[src/rtl/s2_seq_pkg.sv]
// Shared constants and FSM state type for the stage-2 convolution sequencer.
package s2_seq_pkg;

  localparam int N_FILT       = 4;
  localparam int OUT_DIM      = 6;
  localparam int POS_PER_FILT = OUT_DIM * OUT_DIM;
  localparam int DIR_W        = (N_FILT > 1) ? $clog2(N_FILT) : 1;
  localparam int POS_W        = $clog2(POS_PER_FILT);
  localparam int RC_W         = $clog2(OUT_DIM);

  typedef enum logic [2:0] {
    IDLE,
    LOAD,
    RUN,
    DRAIN,
    DONE
  } seq_state_e;

endpackage

[src/rtl/s2_conv_sequencer_if.sv]
// Handshake/index bundle between the layer controller, the stage-2 sequencer
// and the datapath. The perf counter signals exist only when S2_SEQ_PERF_EN
// is defined.
interface s2_conv_sequencer_if;
  import s2_seq_pkg::*;

  logic             start;
  logic             abort;
  logic             stall;
  logic [DIR_W-1:0] proc_dir;
  logic [POS_W-1:0] proc_counter;
  logic [RC_W-1:0]  win_row;
  logic [RC_W-1:0]  win_col;
  logic             proc_valid;
  logic             wload_req;
  logic             busy;
  logic             done;
`ifdef S2_SEQ_PERF_EN
  logic [15:0]      run_cycles;
  logic [15:0]      stall_cycles;

  modport master (
    output start, abort, stall,
    input  proc_dir, proc_counter, win_row, win_col,
    input  proc_valid, wload_req, busy, done,
    input  run_cycles, stall_cycles
  );

  modport slave (
    input  start, abort, stall,
    output proc_dir, proc_counter, win_row, win_col,
    output proc_valid, wload_req, busy, done,
    output run_cycles, stall_cycles
  );
`else
  modport master (
    output start, abort, stall,
    input  proc_dir, proc_counter, win_row, win_col,
    input  proc_valid, wload_req, busy, done
  );

  modport slave (
    input  start, abort, stall,
    output proc_dir, proc_counter, win_row, win_col,
    output proc_valid, wload_req, busy, done
  );
`endif

endinterface

[src/rtl/s2_pos_counter.sv]
// Row/column/linear position counter over the OUT_DIM x OUT_DIM output plane.
// Holds the next position to issue; wraps to 0 after the last position.
module s2_pos_counter
  import s2_seq_pkg::*;
(
  input  logic             clk,
  input  logic             reset,
  input  logic             en,
  input  logic             clr,
  output logic [RC_W-1:0]  row,
  output logic [RC_W-1:0]  col,
  output logic [POS_W-1:0] lin,
  output logic             last
);

  localparam logic [RC_W-1:0] MAX_RC = RC_W'(OUT_DIM - 1);

  assign last = (row == MAX_RC) && (col == MAX_RC);

  // Advance column-major-within-row; the three views stay in lockstep.
  always_ff @(posedge clk) begin
    if (reset || clr || (en && last)) begin
      row <= '0;
      col <= '0;
      lin <= '0;
    end else if (en) begin
      lin <= lin + POS_W'(1);
      if (col == MAX_RC) begin
        col <= '0;
        row <= row + RC_W'(1);
      end else begin
        col <= col + RC_W'(1);
      end
    end
  end

endmodule

[src/rtl/s2_conv_sequencer.sv]
// Stage-2 convolution sequencer: steps every filter through every output
// position, with a weight-load gap before each filter, stall handling,
// a pipeline drain and a one-cycle done pulse. All outputs are registered.
// Optional S2_SEQ_PERF_EN adds saturating run/stall cycle counters.
module s2_conv_sequencer
  import s2_seq_pkg::*;
#(
  parameter int WEIGHT_LOAD_CYC = 2,
  parameter int PIPE_LAT        = 1
) (
  input logic                 clk,
  input logic                 reset,
  s2_conv_sequencer_if.slave  bus
);

  localparam logic [7:0]       LAST_LD  = 8'(WEIGHT_LOAD_CYC - 1);
  localparam logic [7:0]       LAST_DR  = (PIPE_LAT > 0) ? 8'(PIPE_LAT - 1) : 8'd0;
  localparam logic [DIR_W-1:0] LAST_DIR = DIR_W'(N_FILT - 1);

  seq_state_e       state;
  logic [7:0]       ld_cnt;
  logic [7:0]       dr_cnt;
  logic             last_issued;

  logic [DIR_W-1:0] proc_dir_q;
  logic [POS_W-1:0] proc_counter_q;
  logic [RC_W-1:0]  win_row_q;
  logic [RC_W-1:0]  win_col_q;
  logic             proc_valid_q;
  logic             wload_req_q;
  logic             busy_q;
  logic             done_q;

  logic             run_slot;
  logic             issue;
  logic             stall_hit;
  logic [RC_W-1:0]  pos_row;
  logic [RC_W-1:0]  pos_col;
  logic [POS_W-1:0] pos_lin;
  logic             pos_last;

  // An issue slot is any edge whose following cycle is a RUN cycle that may
  // carry a new position: leaving the final LOAD cycle, or staying in RUN
  // while the filter still has positions left.
  // NOTE: every signal assigned in always_comb gets a default first, so no
  // path leaves it unassigned and no latch is inferred.
  always_comb begin
    run_slot = 1'b0;
    if (!bus.abort) begin
      if (state == LOAD && ld_cnt == LAST_LD) run_slot = 1'b1;
      if (state == RUN && !last_issued)       run_slot = 1'b1;
    end
  end

  assign issue     = run_slot && !bus.stall;
  assign stall_hit = run_slot && bus.stall;

  s2_pos_counter u_pos (
    .clk   (clk),
    .reset (reset),
    .en    (issue),
    .clr   (state == IDLE),
    .row   (pos_row),
    .col   (pos_col),
    .lin   (pos_lin),
    .last  (pos_last)
  );

  // Main FSM with registered outputs; the issued position is latched into the
  // output indices so they hold through stalls and the drain.
  // NOTE: sequential state uses non-blocking assignments only, so every
  // register samples pre-edge values regardless of statement order.
  always_ff @(posedge clk) begin
    if (reset) begin
      state          <= IDLE;
      ld_cnt         <= '0;
      dr_cnt         <= '0;
      last_issued    <= 1'b0;
      proc_dir_q     <= '0;
      proc_counter_q <= '0;
      win_row_q      <= '0;
      win_col_q      <= '0;
      proc_valid_q   <= 1'b0;
      wload_req_q    <= 1'b0;
      busy_q         <= 1'b0;
      done_q         <= 1'b0;
    end else if (bus.abort && state != IDLE) begin
      state          <= IDLE;
      last_issued    <= 1'b0;
      proc_dir_q     <= '0;
      proc_counter_q <= '0;
      win_row_q      <= '0;
      win_col_q      <= '0;
      proc_valid_q   <= 1'b0;
      wload_req_q    <= 1'b0;
      busy_q         <= 1'b0;
      done_q         <= 1'b0;
    end else begin
      proc_valid_q <= 1'b0;
      done_q       <= 1'b0;
      case (state)
        IDLE: begin
          if (bus.start && !bus.abort) begin
            state       <= LOAD;
            ld_cnt      <= '0;
            last_issued <= 1'b0;
            proc_dir_q  <= '0;
            wload_req_q <= 1'b1;
            busy_q      <= 1'b1;
          end
        end
        LOAD: begin
          if (ld_cnt == LAST_LD) begin
            state       <= RUN;
            wload_req_q <= 1'b0;
          end else begin
            ld_cnt <= ld_cnt + 8'd1;
          end
        end
        RUN: begin
          if (last_issued) begin
            last_issued <= 1'b0;
            if (proc_dir_q == LAST_DIR) begin
              if (PIPE_LAT == 0) begin
                state  <= DONE;
                done_q <= 1'b1;
              end else begin
                state  <= DRAIN;
                dr_cnt <= '0;
              end
            end else begin
              state          <= LOAD;
              ld_cnt         <= '0;
              proc_dir_q     <= proc_dir_q + DIR_W'(1);
              proc_counter_q <= '0;
              win_row_q      <= '0;
              win_col_q      <= '0;
              wload_req_q    <= 1'b1;
            end
          end
        end
        DRAIN: begin
          if (dr_cnt == LAST_DR) begin
            state  <= DONE;
            done_q <= 1'b1;
          end else begin
            dr_cnt <= dr_cnt + 8'd1;
          end
        end
        DONE: begin
          state          <= IDLE;
          proc_dir_q     <= '0;
          proc_counter_q <= '0;
          win_row_q      <= '0;
          win_col_q      <= '0;
          busy_q         <= 1'b0;
        end
        default: begin
          state <= IDLE;
        end
      endcase
      if (issue) begin
        proc_valid_q   <= 1'b1;
        proc_counter_q <= pos_lin;
        win_row_q      <= pos_row;
        win_col_q      <= pos_col;
        last_issued    <= pos_last;
      end
    end
  end

  assign bus.proc_dir     = proc_dir_q;
  assign bus.proc_counter = proc_counter_q;
  assign bus.win_row      = win_row_q;
  assign bus.win_col      = win_col_q;
  assign bus.proc_valid   = proc_valid_q;
  assign bus.wload_req    = wload_req_q;
  assign bus.busy         = busy_q;
  assign bus.done         = done_q;

`ifdef S2_SEQ_PERF_EN
  logic [15:0] run_cycles_q;
  logic [15:0] stall_cycles_q;

  // Per-pass saturating counts of issued and stalled RUN slots.
  always_ff @(posedge clk) begin
    if (reset) begin
      run_cycles_q   <= '0;
      stall_cycles_q <= '0;
    end else if (state == IDLE && bus.start && !bus.abort) begin
      run_cycles_q   <= '0;
      stall_cycles_q <= '0;
    end else begin
      if (issue && run_cycles_q != 16'hFFFF)       run_cycles_q   <= run_cycles_q + 16'd1;
      if (stall_hit && stall_cycles_q != 16'hFFFF) stall_cycles_q <= stall_cycles_q + 16'd1;
    end
  end

  assign bus.run_cycles   = run_cycles_q;
  assign bus.stall_cycles = stall_cycles_q;
`endif

endmodule

[src/flat_wrapper.sv]
// flat-port wrapper written by rule: the top's interface ports become plain ports
module s2_conv_sequencer_flat import s2_seq_pkg::*;
#(
  parameter int WEIGHT_LOAD_CYC = 2,
  parameter int PIPE_LAT        = 1
)
  (clk, reset, bus_start, bus_abort, bus_stall, bus_proc_dir, bus_proc_counter, bus_win_row, bus_win_col, bus_proc_valid, bus_wload_req, bus_busy, bus_done);
  s2_conv_sequencer_if bus_i ();
  input logic clk;
  input logic reset;
  input wire logic [$bits(bus_i.start)-1:0] bus_start;
  input wire logic [$bits(bus_i.abort)-1:0] bus_abort;
  input wire logic [$bits(bus_i.stall)-1:0] bus_stall;
  output wire logic [$bits(bus_i.proc_dir)-1:0] bus_proc_dir;
  output wire logic [$bits(bus_i.proc_counter)-1:0] bus_proc_counter;
  output wire logic [$bits(bus_i.win_row)-1:0] bus_win_row;
  output wire logic [$bits(bus_i.win_col)-1:0] bus_win_col;
  output wire logic [$bits(bus_i.proc_valid)-1:0] bus_proc_valid;
  output wire logic [$bits(bus_i.wload_req)-1:0] bus_wload_req;
  output wire logic [$bits(bus_i.busy)-1:0] bus_busy;
  output wire logic [$bits(bus_i.done)-1:0] bus_done;
  assign bus_i.start = bus_start;
  assign bus_i.abort = bus_abort;
  assign bus_i.stall = bus_stall;
  assign bus_proc_dir = bus_i.proc_dir;
  assign bus_proc_counter = bus_i.proc_counter;
  assign bus_win_row = bus_i.win_row;
  assign bus_win_col = bus_i.win_col;
  assign bus_proc_valid = bus_i.proc_valid;
  assign bus_wload_req = bus_i.wload_req;
  assign bus_busy = bus_i.busy;
  assign bus_done = bus_i.done;
  s2_conv_sequencer #(.WEIGHT_LOAD_CYC(WEIGHT_LOAD_CYC), .PIPE_LAT(PIPE_LAT)) u_core (.clk(clk), .reset(reset), .bus(bus_i));
endmodule
[config.mk]
export PLATFORM = sky130hd
export DESIGN_NAME = s2_conv_sequencer_flat
export DESIGN_NICKNAME = d
export VERILOG_FILES = /design/src/rtl/s2_seq_pkg.sv /design/src/rtl/s2_conv_sequencer_if.sv /design/src/rtl/s2_pos_counter.sv /design/src/rtl/s2_conv_sequencer.sv /design/src/flat_wrapper.sv
export SDC_FILE = /design/constraint.sdc
export NUM_CORES = 1
export LEC_CHECK = 0
export ABC_AREA = 0
export BUFFER_PORTS_ARGS = -buffer_cell sky130_fd_sc_hd__buf_2
export CAP_MARGIN = 30
export CORE_ASPECT_RATIO = 0.9
export CORE_UTILIZATION = 63
export DETAILED_ROUTE_END_ITERATION = 6
export PLACE_DENSITY = 0.83
export SYNTH_ARGS = -nofsm -noshare
export SYNTH_HDL_FRONTEND = slang
export SYNTH_SLANG_ARGS = --single-unit
export TNS_END_PERCENT = 50
[constraint.sdc]
create_clock -name clk -period 4 [get_ports clk]
set_input_delay 0.6 -clock clk [delete_from_list [all_inputs] [get_ports clk]]
set_output_delay 0.6 -clock clk [all_outputs]
set_load 0.05 [all_outputs]
Word-level counts from Yosys, hierarchy flattened
Cells that the tools add are included.
Widths: inputs -> output; s select.
{ "op_classes": {"bitwise": 2, "n_mux": 43, "reduce_logical": 32, "div_mod_pow": 0, "n_shift": 0, "n_mul": 0, "n_lt_le_gt_ge": 0, "eq_ne": 19, "add_sub_neg": 6} }
{ "ops": {"columns": ["operator", "n"], "rows": [
  ["$mux 8", 7],
  ["$mux 3", 9],
  ["$pmux 8 s3", 1],
  ["$mux 6", 3],
  ["$add 8x1->8 const B", 2],
  ["$pmux 8 s2", 1],
  ["$reduce_bool 3->1", 5],
  ["$pmux 3 s4", 1],
  ["$pmux 6 s2", 1],
  ["$mux 1", 11],
  ["$ne 2x2->1 const B", 5],
  ["$reduce_and 5->1", 2],
  ["$eq 3x3->1 const B", 3],
  ["$eq 8x1->1 const B", 1],
  ["$logic_not 8->1", 1],
  ["$mux 2", 4],
  ["$reduce_and 4->1", 2],
  ["$logic_and 1x1->1", 7],
  ["$add 3x1->3 const B", 2],
  ["$add 6x1->6 const B", 1],
  ["$eq 3x2->1 const B", 2],
  ["$ne 2x1->1 const B", 3],
  ["$ne 3x2->1 const B", 2],
  ["$pmux 2 s3", 1],
  ["other kinds (17)", 25]
]} }
{ "totals": {"output_inout_bits": 18, "mem_bits_ro": 0, "mem_bits_rw": 0, "regBits": 50, "inputBits": 5, "elab_cells": 117, "latchBits": 0, "memories": 0} }

Depth between registers and ports, before layout
{ "depth": {"word_depth": 8, "ltp_mapped": 7} }

By module
A second synthesis with hierarchy kept.
{ "unflattened": {"cells_unflattened": 278, "hier_area_um2": 2391.0} }
{ "by_module_without_submodules": {"columns": ["module", "seq_area_each_um2", "instances", "area_per_inst_um2", "cells_per_inst"], "rows": [
  ["s2_conv_sequencer", 760.7, 1, 1836.8, 217],
  ["s2_pos_counter", 240.2, 1, 554.3, 61]
]} }

Least setup slack after synthesis
Ideal clock, no wire load.
{ "synth_timing": {"path_type": "input -> register", "startpoint": "input bus_abort", "endpoint": "register u_core.u_pos.lin[0]", "slack_ns": 1.825, "setup_time_ns": 0.127, "stages": 7, "required_ns": 3.873, "arrival_ns": 2.048, "path_buffers": 3, "cell_sequence": "clkbuf_1 -> or2_2 -> or4_1 -> buf_2 -> buf_1 -> nand4_1 -> o31ai_1"} }
{ "synth_between": {"elab_chain_len": 4} }
{ "synth_rtl": {"columns": ["item", "line_no", "rtl"], "rows": [
  ["from (decl)", "flat_wrapper.sv:12", "input wire logic [$bits(bus_i.abort)-1:0] bus_abort;"],
  ["$mux 1 (*)", "s2_conv_sequencer.sv:49", "if (!bus.abort) begin"],
  ["$logic_and 1x1->1 (*)", "s2_conv_sequencer.sv:55", "assign issue = run_slot && !bus.stall;"],
  ["$logic_and 1x1->1", "s2_pos_counter.sv:22", "if (reset || clr || (en && last)) begin"],
  ["$logic_or 1x1->1", "s2_pos_counter.sv:22", null],
  ["to (signal assigned)", "s2_pos_counter.sv:27", "lin <= lin + POS_W'(1);"],
  ["to (decl)", "s2_pos_counter.sv:12", "output logic [POS_W-1:0] lin,"]
]} }
Every way passes the cells marked *; elsewhere a longest branch is shown, timed or not.
A chain may end at the register's enable or synchronous reset.

Worst setup path in the final report
{ "layout_timing": {"startpoint": "register u_core.state[1]", "endpoint": "register u_core.u_pos.col[2]"} }
{ "layout_between": {"elab_chain_len": 8, "elab_cells_between_ends": 12} }
{ "layout_rtl": {"columns": ["item", "line_no", "rtl"], "rows": [
  ["from (decl)", "s2_conv_sequencer.sv:20", "seq_state_e state;"],
  ["from (signal assigned)", "s2_conv_sequencer.sv:75", "state <= IDLE;"],
  ["from (signal assigned)", "s2_conv_sequencer.sv:88", "state <= IDLE;"],
  ["from (signal assigned)", "s2_conv_sequencer.sv:104", "state <= LOAD;"],
  ["$eq 3x1->1", "s2_conv_sequencer.sv:50", "if (state == LOAD && ld_cnt == LAST_LD) run_slot = 1'b1;"],
  ["$logic_and 1x1->1", "s2_conv_sequencer.sv:50", null],
  ["$mux 1", "s2_conv_sequencer.sv:50", null],
  ["$mux 1", "s2_conv_sequencer.sv:51", "if (state == RUN && !last_issued) run_slot = 1'b1;"],
  ["$mux 1", "s2_conv_sequencer.sv:49", null],
  ["$logic_and 1x1->1", "s2_conv_sequencer.sv:55", null],
  ["$logic_and 1x1->1", "s2_pos_counter.sv:22", null],
  ["$logic_or 1x1->1", "s2_pos_counter.sv:22", null],
  ["to (signal assigned)", "s2_pos_counter.sv:32", "col <= col + RC_W'(1);"],
  ["to (decl)", "s2_pos_counter.sv:11", "output logic [RC_W-1:0] col,"]
]} }
Parallel ways exist; a longest one is shown, timed or not.

==> metrics.txt <==
Hold WS=0.470 ns; Area contributors post-synth=dfxtp_1, a21oi_1, o21ai_0; Final Setup Violations=0; min-delay worst type=reg -> reg; Placement Rows=21; Synth Area in Compound Gates=0.215; slowest cell delay on critical path=0.89 ns; top-count cell post-synth=dfxtp_1; Largest delay share family, worst path=simple AND/OR/NAND/NOR gates; DRT antenna net count=0; register area=1000 sq um; WP buf/inv=0; global route total overflow=0; Worst path depth=4; CTS tree=yes; filler cell count=just over 300; Setup crit end kind=flip-flop; # Post-CTS Setup Buffers=0; Max clock buf depth=2; max cap viols=0; CTS Hold Buffers Added=0; Mapped Area=2610 sq um; Final GP Congestion=0.812; post-synthesis adder-cell area fraction=0.0384; worst rel slew slack=0.400; Clock Skew=0.00736 ns; vias=2411; first-pass GRT wire length=9790 um; R2R setup slack=1.38 ns; post-layout power=0.965 mW; Achievable Freq=around 0.38 GHz; Iteration-0 DRC Markers=220; Final TNS setup=0 ns; Placed Instance Area=2700 sq um; RSZ-0062 raised after global routing=false; final instance area=2810 sq um; largest net degree at the start of global routing=23; worst-skew pair later-pin latency=about 0.32 ns; Num Clock Sinks=50; Die Footprint=4400 sq um; Reg2Reg Launch Point=u_core.state[1]$_SDFFE_PP0P_; drt pass-1 iters=5; crit path cell chain=nand2b_1, or4_1, a21boi_1, mux2i_1; top sig layer=met4; Mapped Cells=311; # DRC=0; top cell type's share of synthesized area=0.384; Initial Utilization=0.680; WL met2=2550 um; final worst path period share=0.654; met3 WL=386 um; DRT met1 WL=2830 um; leakage=0.973 nW; Final Max Slew Viols=0; final WL=a little under 6000 um; synth warn=0; Buffers on Ports=22; number of vias per cell=6.57; ant diodes=0; final core utilization=0.733; XOR/XNOR Fraction of Synth Area=0.0134; average wire per standard cell=15.9 um; Die X=69.8 um; startpoint types=flip-flop; CP max-delay cell=or4_1; post-cts sizing count=0; initial antenna violation count=0; FF-to-FF path depth=4; depth of the CTS H-tree=2; peak supply drop=0.216 mV; die span in y=63.0 um; syn_nets=324; area delta synth->final=7.82%; largest family of logic cells by synthesized area=simple AND/OR/NAND/NOR gates; Worst Tran Pin Value=about 0.9 ns; CTS Buf Count=5; r2r endpoint=u_core.u_pos.col[2]$_SDFFE_PP0N_; kind of critical path=reg -> reg; final hold viol count=0; Final min period=2.62 ns; Yosys cell types=55; Post-synth top cells=dfxtp_1, a21oi_1, o21ai_0; number of flops mapped to enable cells by yosys=0; Critical Path Source=u_core.state[1]$_SDFFE_PP0P_; syn avg cell area=8.38 sq um; FFs w/ async S/R, synth=0; Crit path arrival time=approximately 2.9 ns; Clock Pin Slew Worst Setup and Hold Paths=0.09 ns; number of storage elements in the synthesis netlist=50; Synth area leader=dfxtp_1; end of the critical path=u_core.u_pos.col[2]$_SDFFE_PP0N_; mux cell area share after synthesis=0.0192; clk root buf=clkbuf_8; gr usage total=0.276; post-synthesis simple-gate area fraction=0.285; Multi-input gate area=1500 sq um; register area share after synthesis=0.384; final net count=333; # IOs=23; power density over cell area=343 nW/um^2; core area=3840 sq um; Worst EP required=approximately 4.3 ns; Max FO, Critical Path=21; share of cells above drive strength 1=0.137; status=finished, final reports clean; vias in the first global route=just over 2k; HPWL Detailed=3800 um; predominant post-synthesis flop cell=dfxtp_1
[flip-flops by register name, indices dropped and copies added (netlist names)]
name / count
u_core.bus.busy: 1
u_core.bus.done: 1
u_core.bus.proc_counter: 6
u_core.bus.proc_dir: 2
u_core.bus.proc_valid: 1
u_core.bus.win_col: 3
u_core.bus.win_row: 3
u_core.bus.wload_req: 1
u_core.dr_cnt: 8
u_core.last_issued: 1
u_core.ld_cnt: 8
u_core.state: 3
u_core.u_pos.col: 3
u_core.u_pos.lin: 6
u_core.u_pos.row: 3
[cell type report]
class | count | area share
tap | 46 | 0.0205
timing repair buffer | 24 | 0.0445
clock inverter | 2 | 0.0134
inverter | 6 | 0.00801
clock buffer | 6 | 0.0258
sequential | 50 | 0.356
multi-input combinational | 233 | 0.532
[placed cells by master (no fill, tap or decap), types with 3 or more instances in the layout]
master / synthesis / layout
or3b_2: 3 / 3
nand4_1: 16 / 16
o21ai_0: 27 / 27
nand2b_1: 7 / 7
or4_1: 3 / 3
and2_1: 3 / 3
a21o_1: 4 / 4
mux2i_1: 5 / 5
a22oi_1: 4 / 4
nor3b_1: 3 / 3
xnor2_1: 4 / 4
nor2_1: 17 / 17
nand3_1: 12 / 12
buf_2: 4 / 22
inv_1: 6 / 6
ha_1: 8 / 8
dfxtp_1: 50 / 50
o22ai_1: 3 / 3
or2_2: 3 / 3
and3_1: 3 / 3
or3_1: 11 / 11
clkbuf_8: 0 / 5
nor4_1: 5 / 4
a32o_1: 3 / 3
nand2_1: 12 / 12
nor3_1: 10 / 10
a21oi_1: 28 / 28
nand3b_1: 6 / 6
nor4b_1: 3 / 3
[per-stage QoR]
| stage | worst slack [ns] | instances |
|---|---|---|
| after global routing | 1.12 | 367 |
| after floorplan | 1.82 | 311 |
| after CTS | 1.43 | 367 |
| after detailed placement | 1.38 | 359 |
| final | 1.38 | 367 |
| after global placement | 1.43 | 359 |
[worst min-delay path: cells and delay by family (launching register included)]
family	cells	cell delay, ns
AO/OA/AOI/OAI	1	0.06
flip-flops	1	0.32
AND/OR/NAND/NOR	1	0.06
[where the power goes]
| part | switching, mW | internal [mW] |
|---|---|---|
| logic | 0.0581 | 0.0273 |
| clock network | 0.178 | 0.187 |
| registers | 0.0119 | 0.503 |
[how the worst min path moves through the flow]
stage	to	from	cells past startpoint
floorplan	u_core.u_pos.lin[5]$_SDFFE_PP0N_	u_core.u_pos.lin[5]$_SDFFE_PP0N_	2
global placement	u_core.bus.proc_counter[3]$_SDFFE_PP0P_	u_core.bus.proc_counter[3]$_SDFFE_PP0P_	2
detailed placement	u_core.bus.win_row[2]$_SDFFE_PP0P_	u_core.bus.win_row[2]$_SDFFE_PP0P_	2
CTS	u_core.bus.win_row[2]$_SDFFE_PP0P_	u_core.bus.win_row[2]$_SDFFE_PP0P_	2
global route	u_core.bus.win_col[0]$_SDFFE_PP0P_	u_core.bus.win_col[0]$_SDFFE_PP0P_	2
finish	u_core.bus.win_row[2]$_SDFFE_PP0P_	u_core.bus.win_row[2]$_SDFFE_PP0P_	2
[cells by family (layout without fill, tap and decap cells)]
logic type | count (synthesis) | in the layout
and+or+nand+nor | 126 | 126
adders and majority gates | 8 | 8
xor gates and xnor gates | 4 | 4
DFF | 50 | 50
muxes | 5 | 5
AOI/OAI and AO/OA | 90 | 90
buffers and inverters | 28 | 38
[routing by layer]
layer / vias up / track usage
met5: - / 0
met4: 0 / 0.0850
met3: 8 / 0.0677
met2: 86 / 0.407
met1: 1124 / 0.396
li1: 1193 / -
Power figures use the tool's default switching activity.
